===== src/rtl/fp16_div_seq.sv =====
`default_nettype none
// ============================================================================
//  Module      : fp16_div_seq
//  Description : Multi-cycle IEEE-754 binary16 divider. A restoring mantissa
//                divider produces one quotient bit per cycle, and the result
//                is rounded to nearest-even. Valid/ready handshakes are used
//                on both the input and output sides.
//  Revision    : 1.0  initial release
// ============================================================================
module fp16_div_seq #(
    parameter logic [6:0]  BIAS = 7'd15,
    parameter logic [15:0] QNAN = 16'h7E00
) (
    input  logic        clk,
    input  logic        rst,
    input  logic        in_valid,
    output logic        in_ready,
    input  logic [15:0] a,
    input  logic [15:0] b,
    output logic        out_valid,
    input  logic        out_ready,
    output logic [15:0] q
);

    typedef enum logic [1:0] {
        IDLE  = 2'd0,
        DIV   = 2'd1,
        ROUND = 2'd2,
        DONE  = 2'd3
    } state_t;

    localparam logic [3:0] c_LAST_ITER = 4'd13;

    state_t      r_state;
    state_t      w_state_nxt;
    logic        r_load;
    logic [3:0]  r_cnt;
    logic [15:0] r_a;
    logic [15:0] r_b;
    logic [15:0] r_q;
    logic [11:0] r_rem;
    logic [13:0] r_quo;

    // Operand classification; subnormals are treated as signed zero
    logic [4:0] w_ea, w_eb;
    logic       w_a_zero, w_b_zero, w_a_inf, w_b_inf, w_a_nan, w_b_nan;
    logic       w_sign;

    assign w_ea     = r_a[14:10];
    assign w_eb     = r_b[14:10];
    assign w_a_zero = (w_ea == 5'd0);
    assign w_b_zero = (w_eb == 5'd0);
    assign w_a_inf  = (w_ea == 5'h1F) && (r_a[9:0] == 10'd0);
    assign w_b_inf  = (w_eb == 5'h1F) && (r_b[9:0] == 10'd0);
    assign w_a_nan  = (w_ea == 5'h1F) && (r_a[9:0] != 10'd0);
    assign w_b_nan  = (w_eb == 5'h1F) && (r_b[9:0] != 10'd0);
    assign w_sign   = r_a[15] ^ r_b[15];

    logic        w_special;
    logic [15:0] w_special_res;

    always_comb begin
        w_special     = 1'b1;
        w_special_res = QNAN;
        if (w_a_nan || w_b_nan || (w_a_zero && w_b_zero) || (w_a_inf && w_b_inf)) begin
            w_special_res = QNAN;
        end else if (w_b_zero || w_a_inf) begin
            w_special_res = {w_sign, 15'h7C00};
        end else if (w_a_zero || w_b_inf) begin
            w_special_res = {w_sign, 15'h0000};
        end else begin
            w_special = 1'b0;
        end
    end

    // Restoring divider step
    logic [11:0] w_mb;
    logic        w_ge;
    logic [11:0] w_rem_sub;

    assign w_mb      = {2'b01, r_b[9:0]};
    assign w_ge      = (r_rem >= w_mb);
    assign w_rem_sub = w_ge ? (r_rem - w_mb) : r_rem;

    // Normalise and round to nearest-even
    logic [6:0]  w_e_base, w_e_norm, w_e_rnd;
    logic [10:0] w_man;
    logic        w_g, w_s, w_inc;
    logic [11:0] w_man_rnd;
    logic [9:0]  w_frac;
    logic [15:0] w_result;

    assign w_e_base  = {2'b00, w_ea} - {2'b00, w_eb} + BIAS;
    assign w_man     = r_quo[13] ? r_quo[13:3] : r_quo[12:2];
    assign w_g       = r_quo[13] ? r_quo[2] : r_quo[1];
    assign w_s       = (r_quo[13] ? (|r_quo[1:0]) : r_quo[0]) | (r_rem != 12'd0);
    assign w_e_norm  = r_quo[13] ? w_e_base : (w_e_base - 7'd1);
    assign w_inc     = w_g & (w_s | w_man[0]);
    assign w_man_rnd = {1'b0, w_man} + {11'd0, w_inc};
    assign w_e_rnd   = w_e_norm + {6'd0, w_man_rnd[11]};
    assign w_frac    = w_man_rnd[11] ? w_man_rnd[10:1] : w_man_rnd[9:0];

    always_comb begin
        w_result = {w_sign, w_e_rnd[4:0], w_frac};
        if (w_special) begin
            w_result = w_special_res;
        end else if ($signed(w_e_rnd) >= 7'sd31) begin
            w_result = {w_sign, 15'h7C00};
        end else if ($signed(w_e_rnd) <= 7'sd0) begin
            w_result = {w_sign, 15'h0000};
        end
    end

    always_ff @(posedge clk or posedge rst) begin
        if (rst) begin
            r_state <= IDLE;
        end else begin
            r_state <= w_state_nxt;
        end
    end

    always_comb begin
        w_state_nxt = r_state;
        case (r_state)
            IDLE:    if (in_valid) w_state_nxt = DIV;
            DIV:     if (!r_load && (r_cnt == c_LAST_ITER)) w_state_nxt = ROUND;
            ROUND:   w_state_nxt = DONE;
            DONE:    if (out_ready) w_state_nxt = IDLE;
            default: w_state_nxt = IDLE;
        endcase
    end

    // The first DIV cycle seeds the remainder; the next 14 each retire one quotient bit
    always_ff @(posedge clk or posedge rst) begin
        if (rst) begin
            r_a    <= 16'd0;
            r_b    <= 16'd0;
            r_q    <= 16'd0;
            r_rem  <= 12'd0;
            r_quo  <= 14'd0;
            r_cnt  <= 4'd0;
            r_load <= 1'b0;
        end else begin
            case (r_state)
                IDLE: begin
                    if (in_valid) begin
                        r_a    <= a;
                        r_b    <= b;
                        r_cnt  <= 4'd0;
                        r_load <= 1'b1;
                    end
                end
                DIV: begin
                    if (r_load) begin
                        r_rem  <= {2'b01, r_a[9:0]};
                        r_quo  <= 14'd0;
                        r_load <= 1'b0;
                    end else begin
                        r_rem <= w_rem_sub << 1;
                        r_quo <= {r_quo[12:0], w_ge};
                        r_cnt <= r_cnt + 4'd1;
                    end
                end
                ROUND: r_q <= w_result;
                default: ;
            endcase
        end
    end

    assign in_ready  = (r_state == IDLE);
    assign out_valid = (r_state == DONE);
    assign q         = r_q;

endmodule
`default_nettype wire


===== config.mk =====
export PLATFORM = sky130hd
export DESIGN_NAME = fp16_div_seq
export DESIGN_NICKNAME = d
export VERILOG_FILES = /design/src/rtl/fp16_div_seq.sv
export SDC_FILE = /design/constraint.sdc
export NUM_CORES = 1
export LEC_CHECK = 0
export ABC_AREA = 1
export CELL_PAD_IN_SITES_DETAIL_PLACEMENT = 1
export CELL_PAD_IN_SITES_GLOBAL_PLACEMENT = 2
export CORE_MARGIN = 2
export CORE_UTILIZATION = 37
export CTS_BUF_LIST = sky130_fd_sc_hd__clkbuf_8
export CTS_CLUSTER_DIAMETER = 30
export DETAILED_ROUTE_END_ITERATION = 8
export MAX_ROUTING_LAYER = met4
export PLACE_DENSITY_LB_ADDON = 0.05
export SYNTH_ARGS = -nofsm -noshare
export SYNTH_HDL_FRONTEND = slang
export SYNTH_SLANG_ARGS = --single-unit

===== constraint.sdc =====
create_clock -name clk -period 7.45 [get_ports clk]
set_input_delay 1.1175 -clock clk [delete_from_list [all_inputs] [get_ports clk]]
set_output_delay 1.1175 -clock clk [all_outputs]
set_load 0.005 [all_outputs]

* After elaboration in Yosys (flattened, before gate mapping)
Cells that the tools add are included.
** Word-level totals
- Word-level logic and storage cells :: 85
- Output and inout port bits :: 18
- Register bits :: 81
** Cells by class
- $add $sub $neg :: 7
- Equal/unequal tests :: 10
- Bitwise operators :: 4
- Muxes and demuxes :: 26
- Reduce and logical (&&, ||, !) cells :: 27
- Order comparisons :: 3
** Operator list (number)
- two-way mux 16 bit :: 4
- two-way mux 15 bit :: 2
- two-way mux 11 bit :: 2
- zero test 10 bit :: 2
- nonzero test 10 bit :: 2
- two-way mux 14 bit :: 1
- adder 11 x 1 -> 12 bit :: 1
- greater-or-equal comparator 12 x 11 -> 1 bit :: 1
- two-way mux 12 bit :: 1
- nonzero test 12 bit :: 1
- subtractor 11 bit :: 1
- equality test 5 bit, second input constant :: 2
- zero test 5 bit :: 2
- two-way mux 10 bit :: 1
- two-way mux 4 bit :: 2
- case mux 2 bit (4 select lines) :: 1
- case mux 4 bit (2 select lines) :: 1
- adder 6 x 5 -> 7 bit, second input constant :: 1
- adder 7 x 1 -> 7 bit :: 1
- greater-or-equal comparator 7 x 6 -> 1 bit, second input constant :: 1
- less-or-equal comparator 7 x 1 -> 1 bit, second input constant :: 1
- logical AND 1 bit :: 7
- two-way mux 7 bit :: 1
- subtractor 7 x 1 -> 7 bit, second input constant :: 1
- other kinds (20) :: 37

* Longest topological paths before layout
Gate-level depths: netlist (run 1).
- Depth in word-level cells :: 11
- Gate-level depth with buffers :: 30

* Least setup slack after synthesis (run 1)
OpenSTA, ideal clock, no wires.
- Path type :: flip-flop to flip-flop
- Start point :: register r_quo[13]
- End point :: register r_q[3], in the netlist q[3]
- Setup time :: 0.122 ns
- Period minus slack after synthesis :: 3.594 ns
- Path slack :: 3.856 ns
- Data required time :: 7.328 ns
- Path buffers :: 2
- Cell stages (with the launch flop) :: 24
- Arrival time :: 3.472 ns
- Path through :: dfrtp_1 buf_4 buf_2 o21ai_0 o221ai_1 inv_1 ha_1 nand2_1 nor3_1 nand2_1 nor2_1 nand3_1 inv_1 nand2_2 inv_1 ha_1 ha_1 or2_2 nor2_1 nand4_2 nand2_1 nor2_4 nand2_4 o21ai_2
** Between the ends
- Word-level cells in the longest chain between the ends :: 10
- Elaborated cells on any way between the ends :: 15
- Classes of those cells :: add/sub: 2; order compare: 2; mux: 8; bitwise: 3
** RTL lines
- from (decl) :: line 42 : logic [13:0] r_quo;
- from (signal assigned) :: line 160 : r_quo <= {r_quo[12:0], w_ge};
- two-way mux 1 bit :: line 96 : assign w_s = (r_quo[13] ? (|r_quo[1:0]) : r_quo[0]) | (r_rem != 12'd0);
- OR 1 bit :: line 96
- OR 1 bit :: line 98 : assign w_inc = w_g & (w_s | w_man[0]);
- AND 1 bit :: line 98
- adder 11 x 1 -> 12 bit :: line 99 : assign w_man_rnd = {1'b0, w_man} + {11'd0, w_inc};
- adder 7 x 1 -> 7 bit :: line 100 : assign w_e_rnd = w_e_norm + {6'd0, w_man_rnd[11]};
- less-or-equal comparator 7 x 1 -> 1 bit :: line 109 : end else if ($signed(w_e_rnd) <= 7'sd0) begin
- two-way mux 15 bit :: line 109
- two-way mux 15 bit * :: line 107 : end else if ($signed(w_e_rnd) >= 7'sd31) begin
- two-way mux 16 bit * :: line 105 : if (w_special) begin
- to (signal assigned) :: line 164 : ROUND: r_q <= w_result;
- to (decl) :: line 40 : logic [15:0] r_q;
Every way passes the cells marked *; elsewhere a longest branch is shown, timed or not.
A chain may end at the register's enable or synchronous reset.

* Final worst setup path (run 1)
- Start point :: register r_quo[13]
- End point :: register r_q[0], in the netlist q[0]
The elaborated chain is that of the path after synthesis.

==> run metrics, run 1 <==
Finished Cell Area=5980 sq um; postcts setup bufs=0; final setup skew=between 10 and 15 ps; crit path DAT=around 4500 ps; Slew Limit Headroom=0.324; leakage power=2.85 nW; placed cell area=~5800 sq um; area grow syn2layout=18.4%; core area=13300 sq um; status=finished clean; critical path fanouts, max=24; # DRC=0; filler cell count=~1700; Crit. End Element=register; sequential cell area=between 2000 and 2500 sq um; clock latency on the worst-skew pair=370 ps; Max-Cap Viols=0; PD cells=543 nW/um^2; CTS tree=done; Unique masters post-synth=43; Worst-path clk slew=about 90 ps; Critical Path RT=roughly 7700 ps; asr flop ratio synth=1.00; First DRT Iteration DRCs=172; Final setup viols=0; DPL Wire Length=about 11 mm; Root Buffer=clkbuf_8; post-route ant nets=0; Peak supply drop=between 150 and 200 uV; fin. max-slew vios=0; Gate Count Post-Synth=approximately 670; grt ovf=0; crit path launch=r_quo[13]$_DFFE_PP0P_; Setup TNS=0 ps; vias post-DR=4660; commonest cells after routing, fill and taps aside=170 x nand2_1, 92 x inv_1, 81 x dfrtp_1, 65 x o21ai_0, 53 x clkdlybuf4s50_1; critical path type=register to register; Longest Clk Path Bufs=2; RSZ-0062 raised after global routing=no; Post-Synthesis Cell Area=between 5000 and 6000 sq um; most common cell after layout, fill and taps aside=nand2_1; Resize count post-CTS=0; flops & latches, synth=81; final hold violation count=0; Hold-fix buffers, CTS=0; Multi-input gate area=2590 sq um; die area=around 15000 sq um; Buffers on Ports=53; average wire per cell in the routed design=~16 microns; Final Cycle Share=0.571; Core Rows=42; Hold Crit Class=register to register; vias in the first global route=4917; Yosys top cell by area=dfrtp_1; Die H=around 120 microns; syn_area_per_cell=7.51 sq um; worst reg2reg startpoint=r_quo[13]$_DFFE_PP0P_; TritonCTS Sinks=roughly 80; Mapped Nets=738; Worst Min Path Start=q[4]$_DFFE_PP0P_; largest net degree at the start of global routing=slightly below 80; share of Yosys cell area claimed by the top area cell type=0.401; Diodes inserted=0; total power=between 3 and 4 mW; H-tree depth=3; Worst-Margin Slew=a little over 1000 ps; final WL=approximately 14 mm; chip width=121 microns; I/O pin cnt=between 50 and 60; GP Congestion=a little over 0.8; number of flops mapped to enable cells by yosys=0; vias per inst=5.15; sequential area share after synthesis=0.401; fin nets=a little under 800; first-pass detailed-route iteration total=4; Ys Warns=0; Synth Flop Type=dfrtp_1; TritonCTS Buffers=9; All-Layer GR Usage=0.211; Initial Util=0.380; fmax=235 MHz; first-pass GRT wire length=23.6 mm; initial antenna violation count=0; crit start category=register; Tmin final=4250 ps; layout cell share with drive strength beyond 1=0.0646; top cells by area, synth=dfrtp_1 40%, nand2_1 13%, inv_1 6.8%
[final timing paths]
kind / to / slack [ps] / depth (start not counted)
max: q[0]$_DFFE_PP0P_ / 3200 / 22
min: q[4]$_DFFE_PP0P_ / 490 / 2
max reg2reg: q[0]$_DFFE_PP0P_ / 3200 / 22
min reg2reg: q[4]$_DFFE_PP0P_ / 490 / 2
max in group asynchronous: q[4]$_DFFE_PP0P_ / 5330 / 3
min in group asynchronous: r_b[14]$_DFFE_PP0P_ / 930 / 2
[worst max-delay path, cell delays in order, from the launching register on]
cell	delay (ps)
dfrtp_1	780
inv_1	250
nand2_1	110
o221ai_1	120
inv_1	80
ha_1	160
nand2_1	80
nor3_1	300
nand2_1	100
nor2_1	190
nand3_1	170
inv_1	100
nand2_2	110
inv_1	160
ha_1	190
ha_1	260
or2_2	300
nor2_1	160
nand4_2	140
nand2_1	130
nor2_4	60
nand2_4	130
o21ai_2	60
[layout make-up]
cell class              count  share of cell area
well taps                 176              0.0368
multi-input cells         478               0.433
inverters                  98              0.0617
flip-flops and latches     81               0.339
repair buffers             55              0.0912
clock inverters             5              0.0132
clock buffers              11              0.0253
[metal layers]
metal / vias to the layer above / share of wire / GRT usage
li1: 2314 / - / -
met1: 2277 / 0.45 / 0.246
met2: 51 / 0.52 / 0.371
met3: 18 / 0.023 / 0.0367
met4: 0 / 0.014 / 0.0618
met5: - / 0 / -
[cells by family (layout without fill, tap and decap cells)]
group,count (synthesis),count (layout),synth area share
and+or+nand+nor,295,295,0.249
buffers and inverters,114,169,0.0857
xor gates and xnor gates,13,13,0.0225
adders and majority gates,29,29,0.0748
AOI/OAI and AO/OA,140,140,0.165
muxes,1,1,0.00198
DFF,81,81,0.401
[state kept, by name (all words and copies together), names as in the netlist]
register	cells
q	16
r_a	16
r_b	16
r_quo	14
r_rem	12
r_cnt	4
r_state	2
r_load	1
[where the power goes]
group / switching (mW) / total, mW / internal (mW)
sequential: 0.122 / 0.732 / 0.610
combinational: 1.38 / 2.14 / 0.762
clock: 0.171 / 0.377 / 0.206
total: 1.67 / 3.25 / 1.58
[Yosys cell counts, types with 2 or more instances]
library cell    n
nor4_1          3
o221ai_1       10
o211ai_1        2
nand3_1        38
o21ai_2         8
inv_1          92
clkbuf_1       12
nor2_1         50
dfrtp_1        81
nand4_1         7
buf_1           2
o22ai_1        18
nand2_2         4
nand2_1       170
xnor2_1         7
o21ai_0        65
ha_1           27
a22oi_1         2
fa_1            2
xor2_1          6
nor3_1         10
nand3b_1        2
o21ai_1         2
inv_2           5
a21oi_1        25
or2_2           6
[through the flow]
step / instances / hold WS, ps / util / worst slack [ps]
after CTS: 904 / 498 / 0.450 / 3230
after floorplan: 673 / 468 / - / 3860
after global routing: 904 / 518 / 0.450 / 2700
final: 904 / 489 / 0.450 / 3200
after global placement: 888 / 467 / 0.433 / 3510
after detailed placement: 888 / 477 / 0.433 / 3280
(Power assumes the default switching activity.)
==> inputs of run 2 (changes only) <==
--- a/config.mk
+++ b/config.mk
@@ -9,7 +9,7 @@
 export CELL_PAD_IN_SITES_DETAIL_PLACEMENT = 1
 export CELL_PAD_IN_SITES_GLOBAL_PLACEMENT = 2
 export CORE_MARGIN = 2
-export CORE_UTILIZATION = 37
+export CORE_UTILIZATION = 31
 export CTS_BUF_LIST = sky130_fd_sc_hd__clkbuf_8
 export CTS_CLUSTER_DIAMETER = 30
 export DETAILED_ROUTE_END_ITERATION = 8
==> constraint.sdc (replaced) <==
create_clock -name clk -period 3.45 [get_ports clk]
set_input_delay 0.5175 -clock clk [delete_from_list [all_inputs] [get_ports clk]]
set_output_delay 0.5175 -clock clk [all_outputs]
set_load 0.005 [all_outputs]
==> run 2 against run 1 <==
  * Clock skew is 5.2 ps higher
  * Largest cell class unchanged
  * Die area is 19% higher
  * Register-to-register slack worse by 3000 ps
  * Critical path depth is 2 higher
  * Routed wire length is 4.2% higher
  * Final cell count is 7.4% higher
  * Highest routed layer unchanged
  * Via count is 1.1% higher
==> run metrics, run 2 (synthesis gave the netlist of run 1 again) <==
status=finished clean (unchanged); fin nets=815 (was 788); fmax=305 MHz (was 235 MHz); Hold-fix buffers, CTS=0 (unchanged); placed cell area=6000 sq um (was 5750 sq um); Diodes inserted=0 (unchanged); initial antenna violation count=0 (unchanged); critical path type=register to register (unchanged); reg-to-reg slack, setup=170 ps (was 3200 ps); grt ovf=0 (unchanged); clock latency on the worst-skew pair=360 ps (was 370 ps); DPL Wire Length=11.3 mm (was 10.6 mm); first-pass GRT wire length=24.6 mm (was 23.6 mm); I/O pin cnt=54 (unchanged); most common cell after layout, fill and taps aside=nand2_1 (unchanged); chip width=132 microns (was 121 microns); vias per inst=4.85 (was 5.15); Worst-Margin Slew=874 ps (was 1010 ps); post-route ant nets=0 (unchanged); first-pass detailed-route iteration total=6 (was 4); commonest cells after routing, fill and taps aside=155 x nand2_1, 92 x inv_1, 80 x dfrtp_1, 63 x o21ai_0, 53 x clkdlybuf4s50_1 (was 170 x nand2_1, 92 x inv_1, 81 x dfrtp_1, 65 x o21ai_0, 53 x clkdlybuf4s50_1); Worst-path clk slew=90 ps (about the same); Crit. End Element=register (unchanged); filler cell count=1978 (was 1660); Slew Limit Headroom=0.417 (was 0.324); area grow syn2layout=27.1% (was 18.4%); Hold Crit Class=register to register (unchanged); average wire per cell in the routed design=15.1 microns (was 15.5 microns); final WL=14.6 mm (was 14.0 mm); Buffers on Ports=53 (unchanged); Core Rows=46 (was 42); TritonCTS Buffers=9 (unchanged); core area=15900 sq um (was 13300 sq um); Finished Cell Area=6420 sq um (was 5980 sq um); critical path fanouts, max=7 (was 24); fin. max-slew vios=0 (unchanged); Final Cycle Share=0.951 (was 0.571); First DRT Iteration DRCs=152 (was 172); final setup skew=15.4 ps (was 10.2 ps); final hold slack=488 ps (was 489 ps); H-tree depth=3 (unchanged); vias in the first global route=4921 (was 4917); crit path DAT=3540 ps (was 4510 ps); Longest Clk Path Bufs=2 (unchanged); GP Congestion=0.818 (was 0.823); Tmin final=3280 ps (was 4250 ps); Critical Path RT=3710 ps (was 7700 ps); largest net degree at the start of global routing=61 (was 77); Max-Cap Viols=0 (unchanged); All-Layer GR Usage=0.179 (was 0.211); CTS tree=done (unchanged); final hold violation count=0 (unchanged); Final Worst Setup Slack=169 ps (was 3200 ps); Die H=132 microns (was 121 microns); layout cell share with drive strength beyond 1=0.142 (was 0.0646); Setup TNS=0 ps (unchanged); vias post-DR=4712 (was 4660); TritonCTS Sinks=81 (unchanged); Setup WS pre-CTS=-59.0 ps (was 3280 ps); # DRC=0 (unchanged); Final setup viols=0 (unchanged); Root Buffer=clkbuf_8 (unchanged); Initial Util=0.318 (was 0.380); crit start category=register (unchanged); die area=17300 sq um (was 14600 sq um)
==> run 2: changes by cell type in the layout (fill, tap and decap cells not counted), moves of 3 or more <==
cell     delta
buf_4      +26
ha_1        -4
ha_4        +3
nand2_1    -15
nand2_2    +11
nand2_4     +4
nor2_1      -3
nor4_1      -3
nor4_2      +3
==> run 2: what timing repair did <==
| item | CTS | global route |
|---|---|---|
| setup endpoints to repair | 11 | 13 |
| hold endpoints to repair | 0 | 0 |
| buffers inserted | 0 | 4 |
| pin swaps | 0 | 19 |
| gates resized for setup | 3 | 41 |
==> run 2: area by class of cell <==
cell class              count  area [sq um]  area share
clock buffers               9           124      0.0193
clock inverters             7          87.6      0.0136
inverters                  98           369      0.0575
multi-input cells         478          2780       0.433
flip-flops and latches     81          2030       0.316
well taps                 216           270      0.0421
repair buffers             82           761       0.118
==> run 2: per-stage QoR <==
stage	utilization	cells
global route	0.404	971
detailed placement	0.378	951
floorplan	-	673
finish	0.404	971
global placement	0.378	951
CTS	0.392	967
==> run 2: path summary, 6_finish.rpt <==
| check | start | to | depth (start not counted) |
|---|---|---|---|
| min reg2reg | q[6]$_DFFE_PP0P_ | q[6]$_DFFE_PP0P_ | 2 |
| max in group asynchronous | rst | q[15]$_DFFE_PP0P_ | 3 |
| min | q[6]$_DFFE_PP0P_ | q[6]$_DFFE_PP0P_ | 2 |
| max reg2reg | r_rem[1]$_DFFE_PP0P_ | q[1]$_DFFE_PP0P_ | 24 |
| max | r_rem[1]$_DFFE_PP0P_ | q[1]$_DFFE_PP0P_ | 24 |
| min in group asynchronous | rst | r_a[14]$_DFFE_PP0P_ | 2 |
==> run 2: per-layer routing <==
metal | track usage | share of wire | vias to the layer above
met2 | 0.315 | 0.51 | 45
met5 | - | 0 | -
li1 | - | - | 2371
met4 | 0.0471 | 0.013 | 0
met1 | 0.215 | 0.45 | 2283
met3 | 0.0274 | 0.020 | 13
==> run 2: critical path: stages, from the launching register on <==
cell and delay [ps]:
dfrtp_1 400, nor4_2 320, nand4_1 150, o221ai_1 180, inv_1 70, ha_2 180, nand2_2 90, nor3_4 40
nand2_1 90, nor2_2 40, nand3_1 110, inv_1 50, nand2_2 60, inv_2 50, ha_4 160, ha_4 160
or2_4 230, nand2_4 80, nand2_2 70, nor2_4 130, nand4_4 130, nand2_2 110, nor2_4 60, nand2_4 120
o21ai_2 80
Power of run 2 is left out: the tool's default activity adds up to more than one toggle a clock period on the data nets, which glitch-free logic cannot reach.
